===== config.mk =====
export PLATFORM = sky130hd
export DESIGN_NAME = led_matrix_scan_driver
export DESIGN_NICKNAME = d
export VERILOG_FILES = /design/src/rtl/led_matrix_scan_driver.sv
export SDC_FILE = /design/constraint.sdc
export NUM_CORES = 1
export LEC_CHECK = 0
export BUFFER_PORTS_ARGS = -buffer_cell sky130_fd_sc_hd__buf_2
export CORE_MARGIN = 3
export CORE_UTILIZATION = 55
export CTS_BUF_LIST = sky130_fd_sc_hd__clkbuf_8 sky130_fd_sc_hd__clkbuf_16
export DETAILED_ROUTE_END_ITERATION = 8
export GPL_TIMING_DRIVEN = 0
export PLACE_DENSITY = 0.82
export SYNTH_ARGS = -nofsm -noshare
export SYNTH_HDL_FRONTEND = slang
export SYNTH_SLANG_ARGS = --single-unit

===== constraint.sdc =====
create_clock -name clk_i -period 6.5 [get_ports clk_i]
set_input_delay 0.65 -clock clk_i [delete_from_list [all_inputs] [get_ports clk_i]]
set_output_delay 0.65 -clock clk_i [all_outputs]
set_load 0.01 [all_outputs]

===== src/rtl/led_matrix_scan_driver.sv =====
// led_matrix_scan_driver: row-multiplexed LED array scanner with per-frame snapshot, blanking and PWM
module led_matrix_scan_driver #(
    parameter int ROWS           = 4,
    parameter int COLS           = 8,
    parameter int TICKS_PER_ROW  = 1040,
    parameter int BLANK_TICKS    = 16,
    parameter bit COL_ACTIVE_LOW = 1'b0,
    parameter bit ROW_ACTIVE_LOW = 1'b0
) (
    input  logic            clk_i,
    input  logic            rst,
    input  logic [31:0]     pattern_i,
    input  logic            enable_i,
    input  logic [3:0]      brightness_i,
    output logic [ROWS-1:0] row_o,
    output logic [COLS-1:0] col_o,
    output logic            frame_start_o
);
    localparam int DRIVE_TICKS = TICKS_PER_ROW - BLANK_TICKS;
    localparam int RW = ROWS > 1 ? $clog2(ROWS) : 1;
    localparam int CW = $clog2(TICKS_PER_ROW + 1);

    if (ROWS * COLS != 32) begin : g_bad_geometry
        $error("ROWS*COLS must equal 32");
    end
    if (BLANK_TICKS < 1 || DRIVE_TICKS <= 0 || DRIVE_TICKS % 16 != 0) begin : g_bad_timing
        $error("BLANK_TICKS must be >=1 and DRIVE_TICKS a positive multiple of 16");
    end

    typedef enum logic [1:0] {IDLE, LATCH, BLANK, DRIVE} state_t;

    state_t          state, state_n;
    logic [RW-1:0]   row_idx, row_idx_n;
    logic [CW-1:0]   cnt, cnt_n;
    logic [31:0]     frame_buf;
    logic [3:0]      bright;
    logic [31:0]     duty_ticks;
    logic [ROWS-1:0] row_n;
    logic [COLS-1:0] col_n;

    // Next state and counters; dropping enable abandons the frame from any active state
    always_comb begin
        state_n   = state;
        row_idx_n = row_idx;
        cnt_n     = cnt;
        if (state != IDLE && !enable_i) begin
            state_n   = IDLE;
            row_idx_n = '0;
            cnt_n     = '0;
        end else begin
            unique case (state)
                IDLE:  state_n = enable_i ? LATCH : IDLE;
                LATCH: begin
                    state_n   = BLANK;
                    row_idx_n = '0;
                    cnt_n     = '0;
                end
                BLANK: begin
                    state_n = (cnt == CW'(BLANK_TICKS - 1)) ? DRIVE : BLANK;
                    cnt_n   = (cnt == CW'(BLANK_TICKS - 1)) ? '0 : cnt + CW'(1);
                end
                DRIVE: begin
                    if (cnt == CW'(DRIVE_TICKS - 1)) begin
                        cnt_n     = '0;
                        state_n   = (row_idx == RW'(ROWS - 1)) ? LATCH : BLANK;
                        row_idx_n = (row_idx == RW'(ROWS - 1)) ? '0 : row_idx + RW'(1);
                    end else begin
                        cnt_n = cnt + CW'(1);
                    end
                end
                default: state_n = IDLE;
            endcase
        end
    end

    // Output values for the coming cycle; column data is gated off once the PWM on-time expires
    always_comb begin
        duty_ticks = ((32'(bright) + 32'd1) * 32'(DRIVE_TICKS)) >> 4;
        row_n      = (state_n == DRIVE) ? ROWS'(1) << row_idx_n : '0;
        col_n      = (state_n == DRIVE && 32'(cnt_n) < duty_ticks) ? frame_buf[row_idx_n * COLS +: COLS] : '0;
    end

    // State, frame snapshot and registered outputs with polarity applied
    always_ff @(posedge clk_i or posedge rst) begin
        if (rst) begin
            state         <= IDLE;
            row_idx       <= '0;
            cnt           <= '0;
            frame_buf     <= '0;
            bright        <= '0;
            row_o         <= {ROWS{ROW_ACTIVE_LOW}};
            col_o         <= {COLS{COL_ACTIVE_LOW}};
            frame_start_o <= 1'b0;
        end else begin
            state         <= state_n;
            row_idx       <= row_idx_n;
            cnt           <= cnt_n;
            frame_buf     <= (state == LATCH) ? pattern_i : frame_buf;
            bright        <= (state == LATCH) ? brightness_i : bright;
            row_o         <= ROW_ACTIVE_LOW ? ~row_n : row_n;
            col_o         <= COL_ACTIVE_LOW ? ~col_n : col_n;
            frame_start_o <= (state_n == LATCH);
        end
    end
endmodule


==> results_dict.tcl <==
set metrics [dict create \
    status "completed" \
    relSlewSlack_pct 29.6 \
    clk_latency_ns 0.34 \
    drc 0 \
    areaGrowthSynthToFinish_pct 18.9 \
    drtAntennaViolNets 0 \
    reg2reg_to "col_o[7]" \
    fin_crit_sh_pct 54.6 \
    routed_wl_um 6180 \
    synth.avg_cell_area_um2 12.0 \
    path_cells "ha_1 -> and4b_1 -> a41o_1 -> a21o_1 -> or4_1 -> o21ai_0 -> ha_1 -> o2111ai_1 -> o211ai_1 -> a221oi_1" \
    fill_cells 418 \
    cts_tree "yes" \
    power_frac_comb_pct 18.0 \
    drive_gt1_share_pct 40.3 \
    cp.required_ns 6.66 \
    htree_levels 3 \
    nNetsFinal 360 \
    worst_slew_pin_slew_ns 1.05 \
    synth_edf_count 0 \
    synth-main-ff-cell "dfrtp_1" \
    ys_warn_count 0 \
    synth-compound-area-share_pct 13.1 \
    cts_root_buf "clkbuf_8" \
    p_sw_w 0.000289 \
    core_um2 5200 \
    ys_seq_area_share_pct 53.2 \
    synth_fa_ha_area_share_pct 2.91 \
    critPathSlowestCell "o211ai_1" \
    p_seq_share_pct 48.3 \
    wl_per_cell_um 15.9 \
    clkSinkCount 64 \
    port_buffers 51 \
    dp_hpwl_um 4500 \
    fin_worst_skew_ns 0.00774 \
    synth.area.mux_share_pct 16.1 \
    dpl_cell_area_um2 3370 \
    endpoint_kind "flip-flop" \
    reg2reg_setup_slack_ns 2.95 \
    initial_core_util_pct 57.9 \
    antenna_found_initial 0 \
    vias_per_cell 5.68 \
    crit_path_max_fanout 8 \
    hold_buffers 0 \
    fin_tns_setup_ns 0 \
    synth-simple-area-share_pct 10.8 \
    drv_cap 0 \
    die_x_um 80 \
    vdd_drop_max_mv 0.257 \
    grt_overflow_total 0 \
    vias 2202 \
    p_clk_share_pct 33.7 \
    grt_max_degree 40 \
    synth.cell_area_um2 3010 \
    synth_fp_nets 297 \
    cts_buffers 9 \
    slowest_delay_ns 0.86 \
    grt_pass1_wl_um 10400 \
    diodes 0 \
    p_int_w 0.000795 \
    ys_types 42 \
    drt_iter0_drc 179 \
    cts_buffer_depth 2 \
    hold_violations 0 \
    cts_resized 0 \
    synthXorXnorAreaFrac_pct 1.16 \
    groute.usage.overall_pct 21.4 \
    powerDensity_nw_per_um2 303 \
    num_rows 26 \
    drv_slew 0 \
    die_area_um2 6400 \
    cp-start-kind "flip-flop" \
    layout_commonest_cell "dfrtp_1" \
    routabilityCongestion 0.905 \
    async_reset_ff_share_pct 100 \
    finalInstanceArea_um2 3580 \
    power_leakage_nw 1.68 \
    synth_top_family_by_area "multiplexers" \
    layout_common_cells "dfrtp_1 (64), buf_2 (54), mux2_2 (36)" \
    dr.pass1.iters 4 \
    ys_ff_latch 64 \
    r2r-start "cnt[0]" \
    chipHeight_um 80 \
    reg2reg_depth 10 \
    synthCells 251 \
    pin_count 52 \
    path_clk_slew_ns 0.07 \
    setup_violations 0 \
    worstPathArrival_ns 3.71 \
    layout_min_cycle_time_ns 3.55 \
    fmax_ghz 0.282 \
    p_sw_share_pct 26.7 \
    cpMostUsedCell "ha_1" \
    postCtsSetupBuffers 0 \
    hold_path_class "primary input to async pin" \
    path_class "flip-flop to flip-flop" \
    grt_pass1_vias 2191 \
    rsz0062_at_grt "no" \
]
## state kept, by name, summed over array words and instances (netlist names)
name           count
bright             4
cnt               11
col_o              8
frame_buf         32
frame_start_o      1
row_idx            2
row_o              4
state              2
## Yosys cell counts (all sizes together), types with 5 or more instances
library cell	count	area, um2
dfrtp	64	1600
mux2	36	405
nand2	20	75.1
a21oi	15	101
nor2	14	52.6
o21ai	13	68.8
nand3	10	55.1
a221oi	8	114
mux2i	8	80.1
ha	7	87.6
and3	6	37.5
buf	6	41.3
inv	6	22.5
clkbuf	5	18.8
## kinds of logic (layout without fill, tap and decap cells)
logic type                 Yosys count  count (layout)
AOI/OAI and AO/OA                   50              50
xor gates and xnor gates             4               4
adders and majority gates            7               7
buffers and inverters               17              84
DFF                                 64              64
muxes                               44              44
and+or+nand+nor                     65              65
## worst max-delay path: cells and delay by family, from the launching register on
family / cells / cell delay, ns
AO/OA/AOI/OAI: 6 / 1.75
adder cells (fa/ha/maj): 2 / 0.49
flip-flops: 1 / 0.42
AND/OR/NAND/NOR: 2 / 0.71
## layer usage
layer | global-route usage, % | wire length, um | vias to the layer above
met1 | 28.0 | 2770 | 1056
met2 | 33.4 | 2880 | 95
met5 | 0 | 0 | -
met4 | 8.28 | 109 | 0
met3 | 6.32 | 411 | 11
li1 | - | - | 1040
## per-stage QoR
step                      cells  setup slack, ns  total power, W  util, %  hold slack [ns]
after floorplan             251             3.46        0.000667        -            0.480
after global placement      372             3.00        0.000711     64.4            0.490
after detailed placement    373             2.97        0.000727     64.8            0.495
after CTS                   388             2.95         0.00109     68.8            0.382
after global routing        388             2.66         0.00114     68.8            0.400
final                       388             2.95         0.00108     68.8            0.362
## worst max path at each step
stage,start,to,cells past startpoint
after floorplan,cnt[0],col_o[7],10
after global placement,cnt[0],col_o[7],10
after detailed placement,cnt[0],col_o[7],10
after CTS,cnt[0],col_o[7],10
after global routing,cnt[0],col_o[7],11
final,cnt[0],col_o[7],10
## power groups by stage
stage,logic [W],registers [W],clock network [W]
2_1_floorplan,0.000150,0.000517,0
3_3_place_gp,0.000185,0.000526,0
3_5_place_dp,0.000196,0.000531,0
4_1_cts,0.000197,0.000524,0.000370
5_1_grt,0.000218,0.000533,0.000390
6_report,0.000195,0.000524,0.000366
## final cells by class
class                      instances  area, um2  area share (%)
tap                               70       87.6            2.44
clock inverter                     6       83.8            2.34
sequential                        64       1600            44.7
buffer                            11       60.1            1.68
clock buffer                       9        124            3.46
timing repair buffer              52        275            7.68
multi-input combinational        170       1330            37.1
inverter                           6       22.5           0.629
Power figures use the tool's default switching activity.
